## src/rtl/zx_mem_mapper.sv

```systemverilog
// ZX Spectrum 128k/+2A/+3 memory mapper.
// Decodes the 7FFD, 1FFD and FE port writes, applies the paging registers
// to the CPU address, and optionally auto-pages the TR-DOS ROM.
// Ports:
//   clock, reset          system clock, async active-high reset
//   a, d_in               CPU address bus and write data
//   n_m1 .. n_wr          CPU strobes (active low)
//   ram_addr, rom_addr    physical addresses {page, a[13:0]}
//   is_rom, mem_we        access targets ROM / RAM write enable
//   trdos_active          TR-DOS ROM mapped at 0000-3FFF
//   screen_page           page scanned by video (5 or 7)
//   border, speaker, tape_out, paging_locked  ULA / paging status
module zx_mem_mapper #(
    parameter int unsigned RAM_BANK_BITS = 3,
    parameter int unsigned ENABLE_PLUS3  = 0,
    parameter int unsigned ENABLE_TRDOS  = 0,
    parameter int unsigned FULL_DECODE   = 1
) (
    input  logic                      clock,
    input  logic                      reset,
    input  logic [15:0]               a,
    input  logic [7:0]                d_in,
    input  logic                      n_m1,
    input  logic                      n_mreq,
    input  logic                      n_iorq,
    input  logic                      n_rd,
    input  logic                      n_wr,
    output logic [RAM_BANK_BITS+13:0] ram_addr,
    output logic [15:0]               rom_addr,
    output logic                      is_rom,
    output logic                      trdos_active,
    output logic                      mem_we,
    output logic [RAM_BANK_BITS-1:0]  screen_page,
    output logic [2:0]                border,
    output logic                      speaker,
    output logic                      tape_out,
    output logic                      paging_locked
);

    localparam logic TRDOS_OFF = 1'b0;
    localparam logic TRDOS_ON  = 1'b1;

    logic [7:0]               reg_7ffd_q, reg_7ffd_d;
    logic [2:0]               reg_1ffd_q, reg_1ffd_d;
    logic [2:0]               border_q, border_d;
    logic                     speaker_q, speaker_d;
    logic                     tape_q, tape_d;
    logic                     trdos_state_q, trdos_state_d;
    logic [1:0]               io_sync_q, m1_sync_q;
    logic                     io_prev_q, m1_prev_q;
    logic                     wr_pulse, fetch_pulse;
    logic                     sel_7ffd, sel_1ffd, sel_fe;
    logic                     special_c;
    logic [1:0]               ext_c, rom_page_base_c, rom_page_c;
    logic [2:0]               sp_page_c;
    logic [RAM_BANK_BITS-1:0] page_c;
    logic                     unused_bits;

    assign unused_bits = ^{n_rd, reg_7ffd_q[7:6]};

    // Strobes come from the CPU clock domain: synchronise, then edge-detect.
    // Flops reset to "active" so a strobe held through reset cannot fire.
    always_ff @(posedge clock or posedge reset) begin
        if (reset) begin
            io_sync_q <= 2'b11;
            io_prev_q <= 1'b1;
            m1_sync_q <= 2'b11;
            m1_prev_q <= 1'b1;
        end else begin
            io_sync_q <= {io_sync_q[0], ~n_iorq & ~n_wr};
            io_prev_q <= io_sync_q[1];
            m1_sync_q <= {m1_sync_q[0], ~n_m1 & ~n_mreq};
            m1_prev_q <= m1_sync_q[1];
        end
    end

    assign wr_pulse    = io_sync_q[1] & ~io_prev_q;
    assign fetch_pulse = m1_sync_q[1] & ~m1_prev_q;

    // Port address decode.
    always_comb begin
        if (FULL_DECODE != 0) begin
            sel_7ffd = (a == 16'h7FFD);
            sel_1ffd = (a == 16'h1FFD);
            sel_fe   = (a == 16'h00FE);
        end else begin
            sel_7ffd = ~a[15] & ~a[1];
            sel_1ffd = (a[15:12] == 4'b0001) & ~a[1];
            sel_fe   = ~a[0];
        end
    end

    // Port register next state; overlapping partial decodes update every hit.
    always_comb begin
        reg_7ffd_d = reg_7ffd_q;
        reg_1ffd_d = reg_1ffd_q;
        border_d   = border_q;
        speaker_d  = speaker_q;
        tape_d     = tape_q;
        if (wr_pulse) begin
            if (sel_7ffd && !reg_7ffd_q[5]) begin
                reg_7ffd_d = d_in;
            end
            if (sel_1ffd && (ENABLE_PLUS3 != 0) && !reg_7ffd_q[5]) begin
                reg_1ffd_d = d_in[2:0];
            end
            if (sel_fe) begin
                border_d  = d_in[2:0];
                tape_d    = d_in[3];
                speaker_d = d_in[4] ^ d_in[3];
            end
        end
    end

    // TR-DOS auto-paging next state, evaluated once per opcode fetch.
    always_comb begin
        trdos_state_d = trdos_state_q;
        case (trdos_state_q)
            TRDOS_OFF: begin
                if (fetch_pulse && (ENABLE_TRDOS != 0) && (a[15:8] == 8'h3D)
                    && (rom_page_base_c == 2'b01)) begin
                    trdos_state_d = TRDOS_ON;
                end
            end
            TRDOS_ON: begin
                if (fetch_pulse && (a[15:14] != 2'b00)) begin
                    trdos_state_d = TRDOS_OFF;
                end
            end
            default: trdos_state_d = TRDOS_OFF;
        endcase
    end

    always_ff @(posedge clock or posedge reset) begin
        if (reset) begin
            reg_7ffd_q    <= 8'h00;
            reg_1ffd_q    <= 3'b000;
            border_q      <= 3'b000;
            speaker_q     <= 1'b0;
            tape_q        <= 1'b0;
            trdos_state_q <= TRDOS_OFF;
        end else begin
            reg_7ffd_q    <= reg_7ffd_d;
            reg_1ffd_q    <= reg_1ffd_d;
            border_q      <= border_d;
            speaker_q     <= speaker_d;
            tape_q        <= tape_d;
            trdos_state_q <= trdos_state_d;
        end
    end

    // Memory map: purely combinational from address and paging registers.
    always_comb begin
        special_c = (ENABLE_PLUS3 != 0) && reg_1ffd_q[0];
        if (RAM_BANK_BITS >= 5) begin
            ext_c = reg_7ffd_q[7:6];
        end else if (RAM_BANK_BITS == 4) begin
            ext_c = {1'b0, reg_7ffd_q[6]};
        end else begin
            ext_c = 2'b00;
        end
        case ({reg_1ffd_q[2:1], a[15:14]})
            4'b00_00: sp_page_c = 3'd0;
            4'b00_01: sp_page_c = 3'd1;
            4'b00_10: sp_page_c = 3'd2;
            4'b00_11: sp_page_c = 3'd3;
            4'b01_00: sp_page_c = 3'd4;
            4'b01_01: sp_page_c = 3'd5;
            4'b01_10: sp_page_c = 3'd6;
            4'b01_11: sp_page_c = 3'd7;
            4'b10_00: sp_page_c = 3'd4;
            4'b10_01: sp_page_c = 3'd5;
            4'b10_10: sp_page_c = 3'd6;
            4'b11_00: sp_page_c = 3'd4;
            4'b11_01: sp_page_c = 3'd7;
            4'b11_10: sp_page_c = 3'd6;
            default:  sp_page_c = 3'd3;
        endcase
        is_rom = 1'b0;
        page_c = '0;
        if (special_c) begin
            page_c = RAM_BANK_BITS'(sp_page_c);
        end else begin
            case (a[15:14])
                2'b00:   is_rom = 1'b1;
                2'b01:   page_c = RAM_BANK_BITS'(5);
                2'b10:   page_c = RAM_BANK_BITS'(2);
                default: page_c = RAM_BANK_BITS'({ext_c, reg_7ffd_q[2:0]});
            endcase
        end
        rom_page_base_c = {(ENABLE_PLUS3 != 0) ? reg_1ffd_q[2] : 1'b0, reg_7ffd_q[4]};
        rom_page_c      = trdos_active ? 2'b11 : rom_page_base_c;
    end

    assign trdos_active  = (ENABLE_TRDOS != 0) && (trdos_state_q == TRDOS_ON);
    assign ram_addr      = {page_c, a[13:0]};
    assign rom_addr      = {rom_page_c, a[13:0]};
    assign mem_we        = ~n_mreq & ~n_wr & ~is_rom;
    assign screen_page   = reg_7ffd_q[3] ? RAM_BANK_BITS'(7) : RAM_BANK_BITS'(5);
    assign border        = border_q;
    assign speaker       = speaker_q;
    assign tape_out      = tape_q;
    assign paging_locked = reg_7ffd_q[5];

endmodule

```

## config.mk

```make
export PLATFORM = sky130hd
export DESIGN_NAME = zx_mem_mapper
export DESIGN_NICKNAME = d
export VERILOG_FILES = /design/src/rtl/zx_mem_mapper.sv
export SDC_FILE = /design/constraint.sdc
export NUM_CORES = 1
export LEC_CHECK = 0
export BUFFER_PORTS_ARGS = -buffer_cell sky130_fd_sc_hd__buf_2
export CAP_MARGIN = 5
export CORE_UTILIZATION = 34
export DETAILED_ROUTE_END_ITERATION = 12
export HOLD_SLACK_MARGIN = 0.15
export PLACE_DENSITY_LB_ADDON = 0.08
export SETUP_SLACK_MARGIN = 0.02
export SYNTH_ARGS = -nofsm -noshare
export SYNTH_HDL_FRONTEND = slang
export SYNTH_SLANG_ARGS = --single-unit
```

## constraint.sdc

```tcl
create_clock -name clock -period 2.25 [get_ports clock]
set_clock_uncertainty 0.15 [all_clocks]
set_input_delay 0.45 -clock clock [delete_from_list [all_inputs] [get_ports clock]]
set_output_delay 0.45 -clock clock [all_outputs]
set_load 0.005 [all_outputs]
```

=== Word level (Yosys, flattened, before mapping) ===
Index checks and enable logic that the tools add are counted.

* Input bits: 31
* Logic and storage cells: 28
* Output and inout port bits: 45
* Flip-flop bits (word level): 14

* Reduce and logical (&&, ||, !) cells: 5
* Mux-type cells: 3
* Bitwise logic cells: 10
* Equal/unequal tests: 4

{| class="wikitable"
|+ Operators by type and width
! kind !! number
|-
| $eq A16 B15 Y1 const B || 1
|-
| $eq A16 B8 Y1 const B || 1
|-
| $pmux W3 S3 || 1
|-
| $not A1 Y1 || 5
|-
| $and A1 B1 Y1 || 4
|-
| $reduce_and A2 Y1 || 2
|-
| $eq A2 B1 Y1 const B || 1
|-
| $eq A2 B2 Y1 const B || 1
|-
| $logic_not A2 Y1 || 1
|-
| $mux W2 || 1
|-
| $logic_and A1 B1 Y1 || 1
|-
| $logic_not A1 Y1 || 1
|-
| $mux W1 || 1
|-
| $xor A1 B1 Y1 || 1
|}

=== Longest topological paths before layout ===
* Word-level depth: 4
* Gate-level depth with buffers: 5

=== Least setup slack after synthesis ===
Ideal clock, no wire load.

* Path kind: input -> register
* Start: in a[7]
* End: reg reg_7ffd_q[0]
* Stages on the path: 5
* Path buffers: 1
* Slack: -0.008 ns
* Data arrival time: 1.983 ns
* Path through: nand4_1 > or4b_4 > or4_4 > buf_6 > mux2_4

* Word-level cells in the longest chain between the ends: 3

{| class="wikitable"
|+ Ends and longest elaborated chain
! what !! line !! text
|-
| start, declared || 21 || <nowiki>input logic [15:0] a,</nowiki>
|-
| $eq A16 B15 Y1 || 83 || <nowiki>sel_7ffd = (a == 16'h7FFD);</nowiki>
|-
| $logic_and A1 B1 Y1 || 101 || <nowiki>if (sel_7ffd && !reg_7ffd_q[5]) begin</nowiki>
|-
| $reduce_and A2 Y1 (no line) || -- ||
|-
| end signal, assigned || 143 || <nowiki>reg_7ffd_q <= reg_7ffd_d;</nowiki>
|-
| end, declared || 43 || <nowiki>logic [7:0] reg_7ffd_q, reg_7ffd_d;</nowiki>
|}

Every way passes these cells.
A chain may end at the register's enable or synchronous reset.

=== Final worst setup path ===
* Start: reg io_sync_q[1]
* End: reg reg_7ffd_q[2]

* Word-level cells in the longest chain between the ends: 2

{| class="wikitable"
|+ Ends and longest elaborated chain
! what !! line !! text
|-
| start, declared || 49 || <nowiki>logic [1:0] io_sync_q, m1_sync_q;</nowiki>
|-
| start signal, assigned || 70 || <nowiki>io_sync_q <= {io_sync_q[0], ~n_iorq & ~n_wr};</nowiki>
|-
| $and A1 B1 Y1 || 77 || <nowiki>assign wr_pulse = io_sync_q[1] & ~io_prev_q;</nowiki>
|-
| $reduce_and A2 Y1 (no line) || -- ||
|}

Every way passes these cells.

==> metrics.cfg <==
[synth]
post-synth-top-count-cell=buf_4
yosysWarnings=0
synth_cell_type_count=21
synth-seq-area-share_pct=38.9
synthTopCellsByCount=buf_4, dfrtp_1, inv_1, mux2_2, mux2_4
synth_top_area_share_pct=30.2
syn_inst=86
synth_area_um2=911
async_flop_share_pct=100
synth_top_area_cell=dfrtp_1
dominantRegCellSynth=dfrtp_1
synth.avg_cell_area_um2=10.6
synth_area_leaders=dfrtp_1, buf_4, dfstp_2
synth_edf_count=0
ys_ff_latch=14

[clock_tree]
cts_root_buf=clkbuf_4
cts_buffers=3
clock_path_buffers=2
cts.clk_slew.worst_paths_ns=0.08
clk_latency_ns=0.27
cts_max_level=1
cts.sinks=14
cts_tree=yes

[die]
die_w_um=53.8
die-area_um2=2890
fp.dieH_um=53.8
start_util_pct=36.4
core_um2=2500
placementRows=18
ios=76

[place]
hpwl_um=1410
gp_congestion=0.732
dp_cells=152
io_buffers=67

[timing]
setup-tns-final_ns=0
worstMarginPinSlew_ns=0.509
setup_viol_count_final=0
hold_viol_final=0
rsz0062_at_grt=false
maxSlewHeadroom_pct=66.0
fmax_mhz=481
finalMaxSlewViolations=0
finalCritPeriodShare_pct=92.4
min_period_ns=2.08

[pwr]
powerDensity_nw_per_um2=475
power_leakage_uw=0.000639
peakVddDrop_mv=0.355

[layout]
antennaDiodeCount=0
layout-drive-gt1-share_pct=68.8
final_cells=158
nNetsFinal=160
synthToLayoutAreaGrowth_pct=20.3

[detailed_routing]
vias=699
post_drt_via_cell_ratio=4.42
drc=0
dr.pass1.iters=4
wl_um=1690
final_antenna_net_count=0
drtIter0Drc=3
wl_per_cell_um=10.7

[setup_path]
crit_arrival_ns=2.10
crit_required_ns=2.27
crit_path_end_kind=flop
worst-path-max-fanout=6
start_kind=flop
critPathKind=reg -> reg

[global_routing]
overflow=0
track_usage_pct=12.2
grt_max_degree=15
grt_pass1_wl_um=2420
antenna_found_initial=0
grt_pass1_vias=551

[status]
outcome=complete, no violations

[flow_run]
max_cap_violations=0

[hold_path]
hp-class=in -> reg

-- final timing paths --
kind / slack [ns] / endpoint / startpoint / cells after the start
setup reg to reg: 0.17 / reg_7ffd_q[2] / io_sync_q[1] / 3
hold reg to reg: 0.21 / io_sync_q[1] / io_sync_q[0] / 0
max in group asynchronous: 1.00 / io_sync_q[0] / reset / 3
hold / removal: 0.17 / io_sync_q[0] / n_wr / 2
min in group asynchronous: 0.59 / reg_7ffd_q[0] / reset / 3
setup / recovery: 0.17 / reg_7ffd_q[2] / io_sync_q[1] / 3
-- metal layers --
metal | part of all wire [%] | global-route usage [%]
met5 | 0 | 0
met1 | 41 | 13.6
met2 | 50 | 21.0
met3 | 7.5 | 3.39
met4 | 0.77 | 6.58
-- power breakdown --
| part | switching (uW) | internal, uW | total [uW] |
|---|---|---|---|
| clock | 80.3 | 98.4 | 179 |
| combinational | 40.4 | 44.6 | 84.9 |
| sequential | 0.830 | 256 | 257 |
| total | 122 | 399 | 521 |
-- cell families (layout without fill, tap and decap cells) --
| logic type | Yosys count | count (layout) | share of synthesized area, % |
|---|---|---|---|
| multiplexers | 10 | 10 | 14.4 |
| flip-flops | 14 | 14 | 38.9 |
| other | 2 | 4 | 0.824 |
| buffers and inverters | 40 | 80 | 31.3 |
| AO/OA/AOI/OAI | 4 | 4 | 3.30 |
| AND/OR/NAND/NOR | 15 | 15 | 10.3 |
| XOR/XNOR | 1 | 1 | 0.962 |
-- cell type report --
class | instances | area (um^2)
tap | 30 | 37.5
sequential | 14 | 354
multi-input combinational | 34 | 279
inverter | 5 | 18.8
fill | 267 | 1400
timing repair buffer | 71 | 370
clock buffer | 4 | 36.3
-- worst max-delay path, stage by stage, from the launching register on --
cell,delay [ns]
dfstp_2,0.53
or4b_4,0.46
or4_4,0.51
mux2_4,0.33
-- per-stage QoR --
| step | worst slack (ns) | total power, uW | area, um^2 | utilization [%] | hold WS (ns) |
|---|---|---|---|---|---|
| global route | 0.128 | 551 | 1100 | 43.8 | 0.156 |
| floorplan | 0.0907 | 322 | 918 | - | 0.187 |
| finish | 0.171 | 521 | 1100 | 43.8 | 0.168 |
| detailed placement | -0.0574 | 346 | 1040 | 41.6 | 0.198 |
| CTS | 0.154 | 529 | 1100 | 43.8 | 0.167 |
| global placement | -0.0506 | 345 | 1040 | 41.6 | 0.198 |
-- what timing repair did --
| item | CTS | global route |
|---|---|---|
| hold endpoints to repair | 12 | 0 |
| setup buffers | 0 | 0 |
| resized for setup | 0 | 0 |
| hold buffers | 2 | 0 |
-- sequential cells by signal, summed over array words and instances, names as in the netlist --
signal	cells
io_sync_q	2
border	3
speaker	1
reg_7ffd_q	6
io_prev_q	1
tape_out	1
-- layout by cell type, fill, tap and decap left out --
cell type      synthesis  layout
or4b_4                 1       1
nor4b_1                1       1
nor2_1                 4       4
o21bai_1               1       1
buf_4                 34       2
buf_2                  0      67
dlygate4sd3_1          0       2
xor2_1                 1       1
nor3_1                 1       1
clkbuf_8               0       1
nand4b_1               1       1
nand3_1                3       3
dfstp_2                3       3
nor4_1                 1       1
mux2_2                 5       5
nand2_1                1       1
nand4_1                1       1
a21boi_0               3       3
mux2_4                 5       5
inv_1                  5       5
conb_1                 2       4
or4_4                  1       1
clkbuf_4               0       3
dfrtp_1               11      11
No activity file was read; power rests on OpenSTA's default activity.
